**config.mk**
```make
export PLATFORM = sky130hd
export DESIGN_NAME = pipelined_segment_adder
export DESIGN_NICKNAME = d
export VERILOG_FILES = /design/src/rtl/psa_pkg.sv /design/src/rtl/psa_segment.sv /design/src/rtl/pipelined_segment_adder.sv
export SDC_FILE = /design/constraint.sdc
export NUM_CORES = 1
export LEC_CHECK = 0
export CORE_MARGIN = 5
export CORE_UTILIZATION = 34
export CTS_CLUSTER_DIAMETER = 150
export DETAILED_ROUTE_END_ITERATION = 6
export PLACE_DENSITY = 0.53
export REMOVE_ABC_BUFFERS = 1
export SKIP_LAST_GASP = 1
export SYNTH_ARGS = -nofsm -noshare
export SYNTH_HDL_FRONTEND = slang
export SYNTH_SLANG_ARGS = --single-unit
```
**constraint.sdc**
```tcl
create_clock -name clk -period 7 [get_ports clk]
set_input_delay 0.7 -clock clk [delete_from_list [all_inputs] [get_ports clk]]
set_output_delay 0.7 -clock clk [all_outputs]
set_load 0.005 [all_outputs]
```
**src/rtl/psa_pkg.sv**
```systemverilog
// Shared definitions for pipelined_segment_adder.
//
// Provides the segment geometry helpers used to size the pipeline and to
// place each segment's slice of the operands:
//   psa_nseg   - number of segments / pipeline stages, ceil(wa / seg_w)
//   psa_seg_lo - bit offset of segment k within the WA-bit sum
//   psa_seg_w  - width of segment k (the last one may be narrower)
//   psa_seg_hi - one past the top bit of segment k

package psa_pkg;

    function automatic int unsigned psa_nseg(input int unsigned wa, input int unsigned seg_w);
        return (wa + seg_w - 1) / seg_w;
    endfunction

    function automatic int unsigned psa_seg_lo(input int unsigned k, input int unsigned seg_w);
        return k * seg_w;
    endfunction

    function automatic int unsigned psa_seg_w(input int unsigned k, input int unsigned wa,
                                              input int unsigned seg_w);
        int unsigned lo;
        lo = k * seg_w;
        if (wa - lo < seg_w) begin
            return wa - lo;
        end
        return seg_w;
    endfunction

    function automatic int unsigned psa_seg_hi(input int unsigned k, input int unsigned wa,
                                               input int unsigned seg_w);
        return psa_seg_lo(k, seg_w) + psa_seg_w(k, wa, seg_w);
    endfunction

endpackage

```
**src/rtl/psa_segment.sv**
```systemverilog
// Combinational slice adder for one carry-chain segment.
//
// Ports:
//   a_i, b_i  W-bit operand slices
//   cin_i     carry into the slice
//   sum_o     W-bit slice sum
//   cout_o    carry out of the slice

module psa_segment #(
    parameter int unsigned W = 13
) (
    input  logic [W-1:0] a_i,
    input  logic [W-1:0] b_i,
    input  logic         cin_i,
    output logic [W-1:0] sum_o,
    output logic         cout_o
);

    assign {cout_o, sum_o} = {1'b0, a_i} + {1'b0, b_i} + {{W{1'b0}}, cin_i};

endmodule

```
**src/rtl/pipelined_segment_adder.sv**
```systemverilog
// Pipelined WA + zext(WB) adder with the carry chain split into SEG_W-bit
// segments, one segment resolved per pipeline stage. Each stage holds a
// valid bit, the carry into the next segment, the sum bits finished so far
// and the still-unconsumed upper bits of both operands. Full valid/ready
// handshake on both sides; bubbles compress and a full pipeline can accept
// and deliver in the same cycle, so throughput is one result per cycle.
//
// Ports:
//   clk, rst     clock (rising edge), asynchronous active-high reset
//   in_valid     operands presented
//   in_ready     operands accepted this cycle (depends only on the valid
//                chain and out_ready, never on in_a/in_b)
//   in_a, in_b   WA-bit and WB-bit operands, in_b zero-extended to WA
//   in_sub       (PSA_SUBTRACT_EN only) compute A - zext(B); out_sum[WA] is
//                then the raw carry-out, 1 iff A >= zext(B)
//   out_valid    out_sum holds a result
//   out_ready    consumer takes out_sum
//   out_sum      {carry_out, A + zext(B)}, WA+1 bits
//
// Build option: define PSA_SUBTRACT_EN to add the in_sub port.

module pipelined_segment_adder
    import psa_pkg::*;
#(
    parameter int unsigned WA    = 52,
    parameter int unsigned WB    = 29,
    parameter int unsigned SEG_W = 13
) (
    input  logic          clk,
    input  logic          rst,
    input  logic          in_valid,
    output logic          in_ready,
    input  logic [WA-1:0] in_a,
    input  logic [WB-1:0] in_b,
`ifdef PSA_SUBTRACT_EN
    input  logic          in_sub,
`endif
    output logic          out_valid,
    input  logic          out_ready,
    output logic [WA:0]   out_sum
);

    localparam int unsigned NSEG = psa_nseg(WA, SEG_W);

    typedef logic [NSEG-1:0] stage_vld_t;
    typedef logic [WA-1:0]   word_t;

    // Stage state
    stage_vld_t vld_q;
    stage_vld_t vld_d;
    stage_vld_t carry_q;
    word_t      a_q   [NSEG];
    word_t      b_q   [NSEG];
    word_t      sum_q [NSEG];

    // Handshake
    stage_vld_t load;
    stage_vld_t src_vld;

    // Next-state data per stage, produced by the segment generate loop
    stage_vld_t nxt_carry;
    word_t      nxt_a   [NSEG];
    word_t      nxt_b   [NSEG];
    word_t      nxt_sum [NSEG];

    // Stage 0 operands. Subtraction folds into stage 0 as ~B with carry-in 1;
    // from then on the mode lives entirely in the piped carry and B bits.
    word_t b_ext;
    logic  cin0;

`ifdef PSA_SUBTRACT_EN
    assign b_ext = in_sub ? ~word_t'(in_b) : word_t'(in_b);
    assign cin0  = in_sub;
`else
    assign b_ext = word_t'(in_b);
    assign cin0  = 1'b0;
`endif

    // A stage loads when it is empty or its content moves on this cycle.
    // The chain runs from the output back to the input.
    always_comb begin
        load    = '0;
        src_vld = '0;
        vld_d   = vld_q;

        load[NSEG-1] = ~vld_q[NSEG-1] | out_ready;
        for (int k = int'(NSEG) - 2; k >= 0; k--) begin
            load[k] = ~vld_q[k] | load[k+1];
        end

        src_vld[0] = in_valid;
        for (int k = 1; k < int'(NSEG); k++) begin
            src_vld[k] = vld_q[k-1];
        end

        for (int k = 0; k < int'(NSEG); k++) begin
            if (load[k]) begin
                vld_d[k] = src_vld[k];
            end
        end
    end

    assign in_ready  = load[0];
    assign out_valid = vld_q[NSEG-1];
    assign out_sum   = {carry_q[NSEG-1], sum_q[NSEG-1]};

    for (genvar k = 0; k < NSEG; k++) begin : g_seg
        localparam int unsigned LO = psa_seg_lo(k, SEG_W);
        localparam int unsigned W  = psa_seg_w(k, WA, SEG_W);
        localparam int unsigned HI = psa_seg_hi(k, WA, SEG_W);
        // Bits at and below this segment are consumed and need not travel on.
        localparam word_t LOW_MASK = (word_t'(1) << HI) - word_t'(1);

        word_t        src_a;
        word_t        src_b;
        word_t        src_sum;
        logic         src_c;
        logic [W-1:0] seg_s;
        logic         seg_c;

        if (k == 0) begin : g_first
            assign src_a   = in_a;
            assign src_b   = b_ext;
            assign src_sum = '0;
            assign src_c   = cin0;
        end else begin : g_next
            assign src_a   = a_q[k-1];
            assign src_b   = b_q[k-1];
            assign src_sum = sum_q[k-1];
            assign src_c   = carry_q[k-1];
        end

        psa_segment #(
            .W (W)
        ) u_seg (
            .a_i    (src_a[LO +: W]),
            .b_i    (src_b[LO +: W]),
            .cin_i  (src_c),
            .sum_o  (seg_s),
            .cout_o (seg_c)
        );

        // src_sum is zero from LO upward, so OR-ing places the new segment.
        assign nxt_sum[k]   = src_sum | (word_t'(seg_s) << LO);
        assign nxt_a[k]     = src_a & ~LOW_MASK;
        assign nxt_b[k]     = src_b & ~LOW_MASK;
        assign nxt_carry[k] = seg_c;
    end

    always_ff @(posedge clk or posedge rst) begin
        if (rst) begin
            vld_q   <= '0;
            carry_q <= '0;
            for (int k = 0; k < int'(NSEG); k++) begin
                a_q[k]   <= '0;
                b_q[k]   <= '0;
                sum_q[k] <= '0;
            end
        end else begin
            vld_q <= vld_d;
            for (int k = 0; k < int'(NSEG); k++) begin
                // Data only moves with a real item; a stalled stage holds.
                if (load[k] && src_vld[k]) begin
                    a_q[k]     <= nxt_a[k];
                    b_q[k]     <= nxt_b[k];
                    sum_q[k]   <= nxt_sum[k];
                    carry_q[k] <= nxt_carry[k];
                end
            end
        end
    end

endmodule

```
* After elaboration in Yosys (flattened, before gate mapping)
Index checks and enable logic that the tools add are counted.
** Storage, ports and cells
- Output and inout port bits :: 55
- Register bits after elaboration :: 274
** Operators by class
- Bitwise gates (word level) :: 11
- $add $sub $neg :: 6
- Reductions and logical operators :: 4
** Operator list (number)
- $or 52x39->52 :: 1
- $or 52x52->52 :: 1
- $add 13x13->14 :: 2
- $add 14x1->14 :: 2
- $or 13x26->26 :: 1
- $add 13x1->14 :: 1
- $add 13x3->14 :: 1
- $logic_and 1x1->1 :: 4
- $not 1->1 :: 4
- $or 1x1->1 :: 4

* Longest topological paths before layout
Gate-level depths: netlist of run 1.
- Depth in word-level cells :: 6
- Gate-level depth with buffers :: 8
- Mapped depth without buffers :: 8

* Modules after synthesis
From an unflattened synthesis of run 1, not the netlist that was laid out.
** Second synthesis, totals
- Cells, all modules :: 819
- Area total of the unflattened synthesis :: 11160.7 µm²
** By module, submodules not included
- pipelined_segment_adder :: times used 1, sequential area each 5880.6 µm², cells an instance 505, area an instance 8774.7 µm²
- psa_segment at g_seg[1].u_seg ... :: times used 2, sequential area each 0.0 µm², cells an instance 78, area an instance 588.1 µm²
- psa_segment at g_seg[3].u_seg :: times used 1, sequential area each 0.0 µm², cells an instance 77, area an instance 609.3 µm²
- psa_segment at g_seg[0].u_seg :: times used 1, sequential area each 0.0 µm², cells an instance 81, area an instance 600.6 µm²

* Least setup slack after synthesis of run 1
OpenSTA, ideal clock, no wires.
- Kind :: reg2reg
- From :: reg a_q (netlist bit g_seg[1].src_a[13])
- To :: reg sum_q (netlist bit g_seg[2].src_sum[25])
- Cell stages (with the launch flop) :: 8
- Setup slack :: 4.579 ns
- Setup time :: 0.120 ns
- Arrival time :: 2.301 ns
- Cells stage by stage :: dfrtp_1 fa_1 fa_1 a21o_1 a221oi_2 nor2_1 or3_1 a41o_1
** Between the ends
- Cells in the longest elaborated chain, start to end :: 3
** Ends and longest elaborated chain
- start: declaration :: line pipelined_segment_adder.sv:52 : word_t a_q [NSEG];
- start signal: indexed assignment :: line pipelined_segment_adder.sv:164 : a_q[k] <= nxt_a[k];
- $add 13x13->14 :: line psa_segment.sv:19 : assign {cout_o, sum_o} = {1'b0, a_i} + {1'b0, b_i} + {{W{1'b0}}, cin_i};
- $add 14x1->14 :: line psa_segment.sv:19
- $or 13x26->26 :: line pipelined_segment_adder.sv:144 : assign nxt_sum[k] = src_sum | (word_t'(seg_s) << LO);
- end signal: indexed assignment :: line pipelined_segment_adder.sv:166 : sum_q[k] <= nxt_sum[k];
- end: declaration :: line pipelined_segment_adder.sv:54 : word_t sum_q [NSEG];
No other way between the ends.
A chain may end at the register's enable or synchronous reset.

* Worst setup path after layout of run 1
- From :: in out_ready
- To :: out in_ready
** Between the ends
- Cells in the longest elaborated chain, start to end :: 4
** Ends and longest elaborated chain
- start: declaration :: line pipelined_segment_adder.sv:39 : input logic out_ready,
- $or 1x1->1 :: line pipelined_segment_adder.sv:86 : load[NSEG-1] = ~vld_q[NSEG-1] | out_ready;
- $or 1x1->1 (3 in series) :: line pipelined_segment_adder.sv:88 : load[k] = ~vld_q[k] | load[k+1];
- end: declaration :: line pipelined_segment_adder.sv:32 : output logic in_ready,
No other way between the ends.

==> impl_metrics.yaml, run 1 <==
synthesis:
  synth_top_area_cell: "dfrtp_1"
  synthArstFlopShare_pct: 100
  avgSynthCellArea_um2: 11.4
  ys_seq_area_share_pct: 57.2
  synth-warning-count: 0
  synth-seq-cells: 235
  synth.distinct_cells: 53
  synth.area.top_cells: "dfrtp_1 (57%), mux2_2 (14%), nand2_1 (8.8%), ha_1 (3.5%), o21ai_0 (1.9%)"
  synth_cells: 900
  syn_area_um2: 10300
  synth_flop_cell: "dfrtp_1"
  synth_top_area_share_pct: 57.2
  synth_edf_count: 0
detailed_routing:
  drc: 0
  routed_wl_um: 21700
  wire_per_inst_um: 15.0
  drt-initial-drc-count: 334
  ant_nets: 0
  routed_via_density: 4.69
  firstDrtPassIters: 4
  num_vias: 6790
finish:
  regArea_um2: 5880
  layout_commonest_cell: "nand2_1"
  drive_above_1_share_pct: 17.7
  n_antenna_cell: 0
  final_cell_count_no_fill: 1448
  multiInputGateArea_um2: 4250
  final_cell_mix: "nand2_1 (237), dfrtp_1 (235), clkdlybuf4s50_1 (139), mux2_2 (126), o21ai_0 (39)"
  num-fill-cells: 2865
  area_delta_synth_final_pct: 27.0
  final_nets: 1155
setup_path:
  cp_num_cells: 4
  r2r_cells: 7
  cp-start-kind: "input port"
  crit_slowest_cell: "clkdlybuf4s50_1"
  crit_required_ns: 6.30
  crit_type: "in2out"
  cpPeakStageDelay_ns: 0.51
  crit_family: "buffers and inverters"
  cp_max_fo: 4
  arrival_ns: 2.05
  cp-end-kind: "output port"
  critical_path.most_common_cell: "clkdlybuf4s50_1"
  crit_chain: "clkdlybuf4s50_1 -> and4b_1 -> nand2_1 -> clkdlybuf4s50_1"
  timing.critical_path.buf_inv: 2
sta:
  drv_slew: 0
  fin_crit_sh_pct: 39.2
  tightest_slew_ns: 0.936
  finalHoldViolCount: 0
  fmax_ghz: 0.364
  relSlewSlack_pct: 37.6
  fin_skew_ns: 0.0264
  rsz0062_at_grt: "false"
  setup_viol: 0
  period_minus_slack_ns: 2.75
cts:
  clock-sinks: 235
  cts_tree: "done"
  cts_buffers: 28
  cts_setup_buffers: 0
  holdBufCountCts: 0
  cts_resized: 0
  cts_root_buf: "clkbuf_16"
  path_clk_slew_ns: 0.05
  clockBufferDepth: 3
  clock_latency_ns: 0.54
  h-tree-depth: 1
die:
  fp.dieH_um: 184
  dieArea_um2: 33800
  num_io_pins: 140
  core_area_um2: 29800
  row_count: 63
  initial_utilization_pct: 34.5
  die_w_um: 184
placed_design:
  dp_cells: 1396
  dp_hpwl_um: 14000
  port_buffers: 139
  place_congestion: 0.761
grt:
  grt_pass1_vias: 7065
  antenna_found_initial: 0
  grt_max_degree: 115
  grt_pass1_wl_um: 36400
  grt_usage_pct: 13.0
  overflow: 0
pwr:
  ir_drop_mv: 0.163
  p_seq_share_pct: 43.4
  clkPwrFrac_pct: 31.6
  swShare_pct: 26.9
  power_density_nw_per_um2: 366
  netSwitchingPower_mw: 1.29
  power_mw: 4.78
  p_int_mw: 3.49
  p_leak_nw: 5.89
  combinationalPowerShare_pct: 25.0
worst_hold_path:
  hold_path.class: "reg2reg"
  holdPathStages: 2
run_status:
  status: "completed"
flow_run:
  maxCapViolCount: 0
[power groups by stage]
stage / Combinational, mW / Clock (mW) / Sequential (mW)
final: 1.19 / 1.51 / 2.08
after global routing: 1.33 / 1.63 / 2.15
after CTS: 1.22 / 1.57 / 2.09
after detailed placement: 1.22 / 0 / 2.11
after global placement: 1.20 / 0 / 2.10
after floorplan: 0.712 / 0 / 2.04
[registers in the layout, indices dropped and copies added (netlist names)]
| name | flops |
|---|---|
| carry_q | 4 |
| g_seg.src_a | 78 |
| g_seg.src_b | 19 |
| g_seg.src_sum | 78 |
| out_sum | 52 |
| vld_q | 4 |
[metrics by stage]
stage | util (%) | hold WS [ns] | cell area [um2] | TNS [ns] | worst slack, ns
4_1_cts | 43.9 | 0.474 | 13100 | 0 | 4.25
5_1_grt | 43.9 | 0.497 | 13100 | 0 | 4.19
6_report | 43.9 | 0.468 | 13100 | 0 | 4.25
3_3_place_gp | 40.5 | 0.455 | 12100 | 0 | 3.98
2_1_floorplan | - | 0.442 | 10100 | -34.39 | -0.146
3_5_place_dp | 40.5 | 0.459 | 12100 | 0 | 3.92
[synth_stat cells, drive strengths merged (3+ instances only)]
cell type  instances
dfrtp            235
xor2              14
xnor2             19
nor3              12
a211oi             3
nand2b             7
buf               26
fa                 5
a21oi             22
nand2            240
nand4              4
a21o              11
and3               5
o31ai              6
clkbuf            11
o21a               7
nand3             11
mux2             126
o21ai             43
inv                8
and4               5
and2               3
ha                29
nor2              18
[final timing paths]
kind,start,to,slack (ns)
min reg2reg,g_seg[1].src_b[28]$_DFFE_PP0P_,g_seg[1].src_b[28]$_DFFE_PP0P_,0.47
max in group asynchronous,rst,g_seg[3].src_sum[7]$_DFFE_PP0P_,4.98
min,g_seg[1].src_b[28]$_DFFE_PP0P_,g_seg[1].src_b[28]$_DFFE_PP0P_,0.47
max reg2reg,g_seg[1].src_a[13]$_DFFE_PP0P_,g_seg[2].src_sum[25]$_DFFE_PP0P_,4.32
min in group asynchronous,rst,out_sum[7]$_DFFE_PP0P_,0.73
max,out_ready,in_ready,4.25
[worst reg2reg max path: stages (launching register included)]
cell and delay, ns:
dfrtp_1 0.40, fa_1 0.50, fa_1 0.44, a21o_1 0.24, a221oi_2 0.29, nor2_1 0.10
or3_1 0.36, a41o_1 0.24
[area by class of cell]
cell class              count  area share [%]
repair buffers            143            10.9
clock inverters             9           0.919
multi-input cells         620            32.5
flip-flops and latches    235            45.0
clock buffers              43            6.64
well taps                 390            3.73
inverters                   8           0.287
[cells by family after synthesis]
kind of cell / Yosys count / synth area share (%)
AOI/OAI and AO/OA: 111 / 6.80
xor gates and xnor gates: 33 / 2.81
adders and majority gates: 34 / 4.50
buffers and inverters: 45 / 1.95
DFF: 235 / 57.2
muxes: 127 / 13.9
and+or+nand+nor: 315 / 12.9
[routing by layer]
| metal | up-vias | routed length, um | GRT usage (%) |
|---|---|---|---|
| li1 | 3363 | - | - |
| met1 | 3279 | 10400 | 18.5 |
| met2 | 126 | 9940 | 20.9 |
| met3 | 22 | 1080 | 2.53 |
| met4 | 0 | 269 | 3.05 |
| met5 | - | 0 | 0 |
(Power assumes the default switching activity.)
==> run 2: changes to the inputs <==
PLACE_DENSITY = 0.51   (was 0.53)
clock period = 2.7 ns   (was 7 ns; I/O delays follow)
==> run 2 against run 1 <==
  * Wire length up 0.48%
  * Sequential power rose to 2.6 times the previous value
  * Worst hold slack lost 0.22 ns
  * Clock power grew 130%
  * Critical path depth is 3 higher
  * Setup slack got worse by 4.0 ns
  * Register-to-register slack lost 4.1 ns
==> impl_metrics.yaml, run 2 (synthesis gave the netlist of run 1 again) <==
cts:
  cts_root_buf: "clkbuf_16"
  cts_tree: "done"
  path_clk_slew_ns: 0.06
  holdBufCountCts: 0
  clockBufferDepth: 3
  clock-sinks: 235
  cts_buffers: 27
  clock_latency_ns: 0.53
  h-tree-depth: 1
  cts_setup_buffers: 0
  cts_resized: 0
pwr:
  power_density_nw_per_um2: 913
  power_mw: 12.0
  p_leak_nw: 5.89
  ir_drop_mv: 0.500
detailed_routing:
  num_vias: 6785
  firstDrtPassIters: 4
  routed_wl_um: 21800
  routed_via_density: 4.67
  wire_per_inst_um: 15.0
  ant_nets: 0
  drc: 0
  drt-initial-drc-count: 299
finish:
  n_antenna_cell: 0
  final_nets: 1164
  fin_area_um2: 13100
  drive_above_1_share_pct: 17.7
  final_cell_mix: "nand2_1 (237), dfrtp_1 (235), clkdlybuf4s50_1 (139), mux2_2 (126), o21ai_0 (39)"
  layout_commonest_cell: "nand2_1"
  final_util_pct: 44.0
  area_delta_synth_final_pct: 27.3
  final_cell_count_no_fill: 1454
sta:
  setup_viol: 0
  drv_slew: 0
  fmax_ghz: 0.404
  relSlewSlack_pct: 57.6
  finalHoldViolCount: 0
  fin_crit_sh_pct: 91.6
  fin_skew_ns: 0.0114
  rsz0062_at_grt: "false"
  postLayoutSetupSlackWorst_ns: 0.226
  tightest_slew_ns: 0.636
  period_minus_slack_ns: 2.47
setup_path:
  cp-start-kind: "flop"
  cp_max_fo: 3
  crit_required_ns: 3.11
  r2r_cells: 7
  arrival_ns: 2.88
  crit_type: "reg2reg"
  cp-end-kind: "flop"
die:
  num_io_pins: 140
  initial_utilization_pct: 34.5
  dieArea_um2: 33800
  row_count: 63
  die_w_um: 184
  core_area_um2: 29800
  fp.dieH_um: 184
grt:
  overflow: 0
  grt_pass1_wl_um: 36800
  grt_max_degree: 87
  grt_pass1_vias: 7008
  antenna_found_initial: 0
  grt_usage_pct: 13.1
placed_design:
  port_buffers: 139
  dp_cells: 1406
  pre_cts_ws_ns: 0.133
  place_congestion: 0.724
  placed_area_um2: 12300
  dp_hpwl_um: 14700
flow_run:
  maxCapViolCount: 0
run_status:
  status: "completed"
worst_hold_path:
  hold_path.class: "in2async"
-- run 2: cell types whose count changed in the layout (fill, tap and decap cells not counted), sizes merged --
cell / previous run / this run
clkinv: 6 / 1
clkbuf: 43 / 46
buf: 4 / 14
bufinv: 3 / 0
inv: 8 / 9
-- run 2: worst paths after layout --
kind,start,endpoint,slack (ns)
max,g_seg[1].src_a[13]$_DFFE_PP0P_,g_seg[2].src_sum[25]$_DFFE_PP0P_,0.23
min in group clk,in_a[28],g_seg[1].src_a[28]$_DFFE_PP0P_,0.27
min,rst,out_sum[28]$_DFFE_PP0P_,0.24
min reg2reg,g_seg[1].src_a[28]$_DFFE_PP0P_,g_seg[1].src_a[28]$_DFFE_PP0P_,0.47
max reg2reg,g_seg[1].src_a[13]$_DFFE_PP0P_,g_seg[2].src_sum[25]$_DFFE_PP0P_,0.23
max in group asynchronous,rst,g_seg[2].src_a[46]$_DFFE_PP0P_,1.77
-- run 2: stage by stage --
stage	setup TNS [ns]	hold WS (ns)
2_1_floorplan	-1009.16	0.375
3_3_place_gp	0	0.453
3_5_place_dp	0	0.463
4_1_cts	0	0.238
5_1_grt	0	0.261
6_report	0	0.244
-- run 2: report_power, final --
group / internal (mW) / switching, mW / leakage, nW / total (mW)
combinational: 1.93 / 1.24 / 2.61 / 3.17
sequential: 4.70 / 0.680 / 2.87 / 5.38
clock: 2.03 / 1.38 / 0.406 / 3.42
total: 8.66 / 3.30 / 5.89 / 12.0
-- run 2: critical path: stages (launching register included) --
cell and delay (ns):
dfrtp_1 0.40, fa_2 0.41, fa_2 0.36, a21o_1 0.23, a221oi_2 0.27, nor2_1 0.09
or3_1 0.35, a41o_1 0.24
-- run 2: cell type report --
| cell class | instances | area [um2] |
|---|---|---|
| timing repair buffer | 153 | 1610 |
| clock inverter | 2 | 13.8 |
| inverter | 8 | 37.5 |
| multi-input combinational | 620 | 4250 |
| clock buffer | 46 | 817 |
| tap | 390 | 488 |
| fill | 2889 | 16700 |
| sequential | 235 | 5880 |
-- run 2: layer usage --
layer | vias to the layer above | track usage, % | share of wire (%)
li1 | 3374 | - | -
met1 | 3261 | 18.8 | 49
met2 | 124 | 20.9 | 45
met3 | 26 | 2.28 | 4.5
met4 | 0 | 3.31 | 1.8
met5 | - | 0 | 0
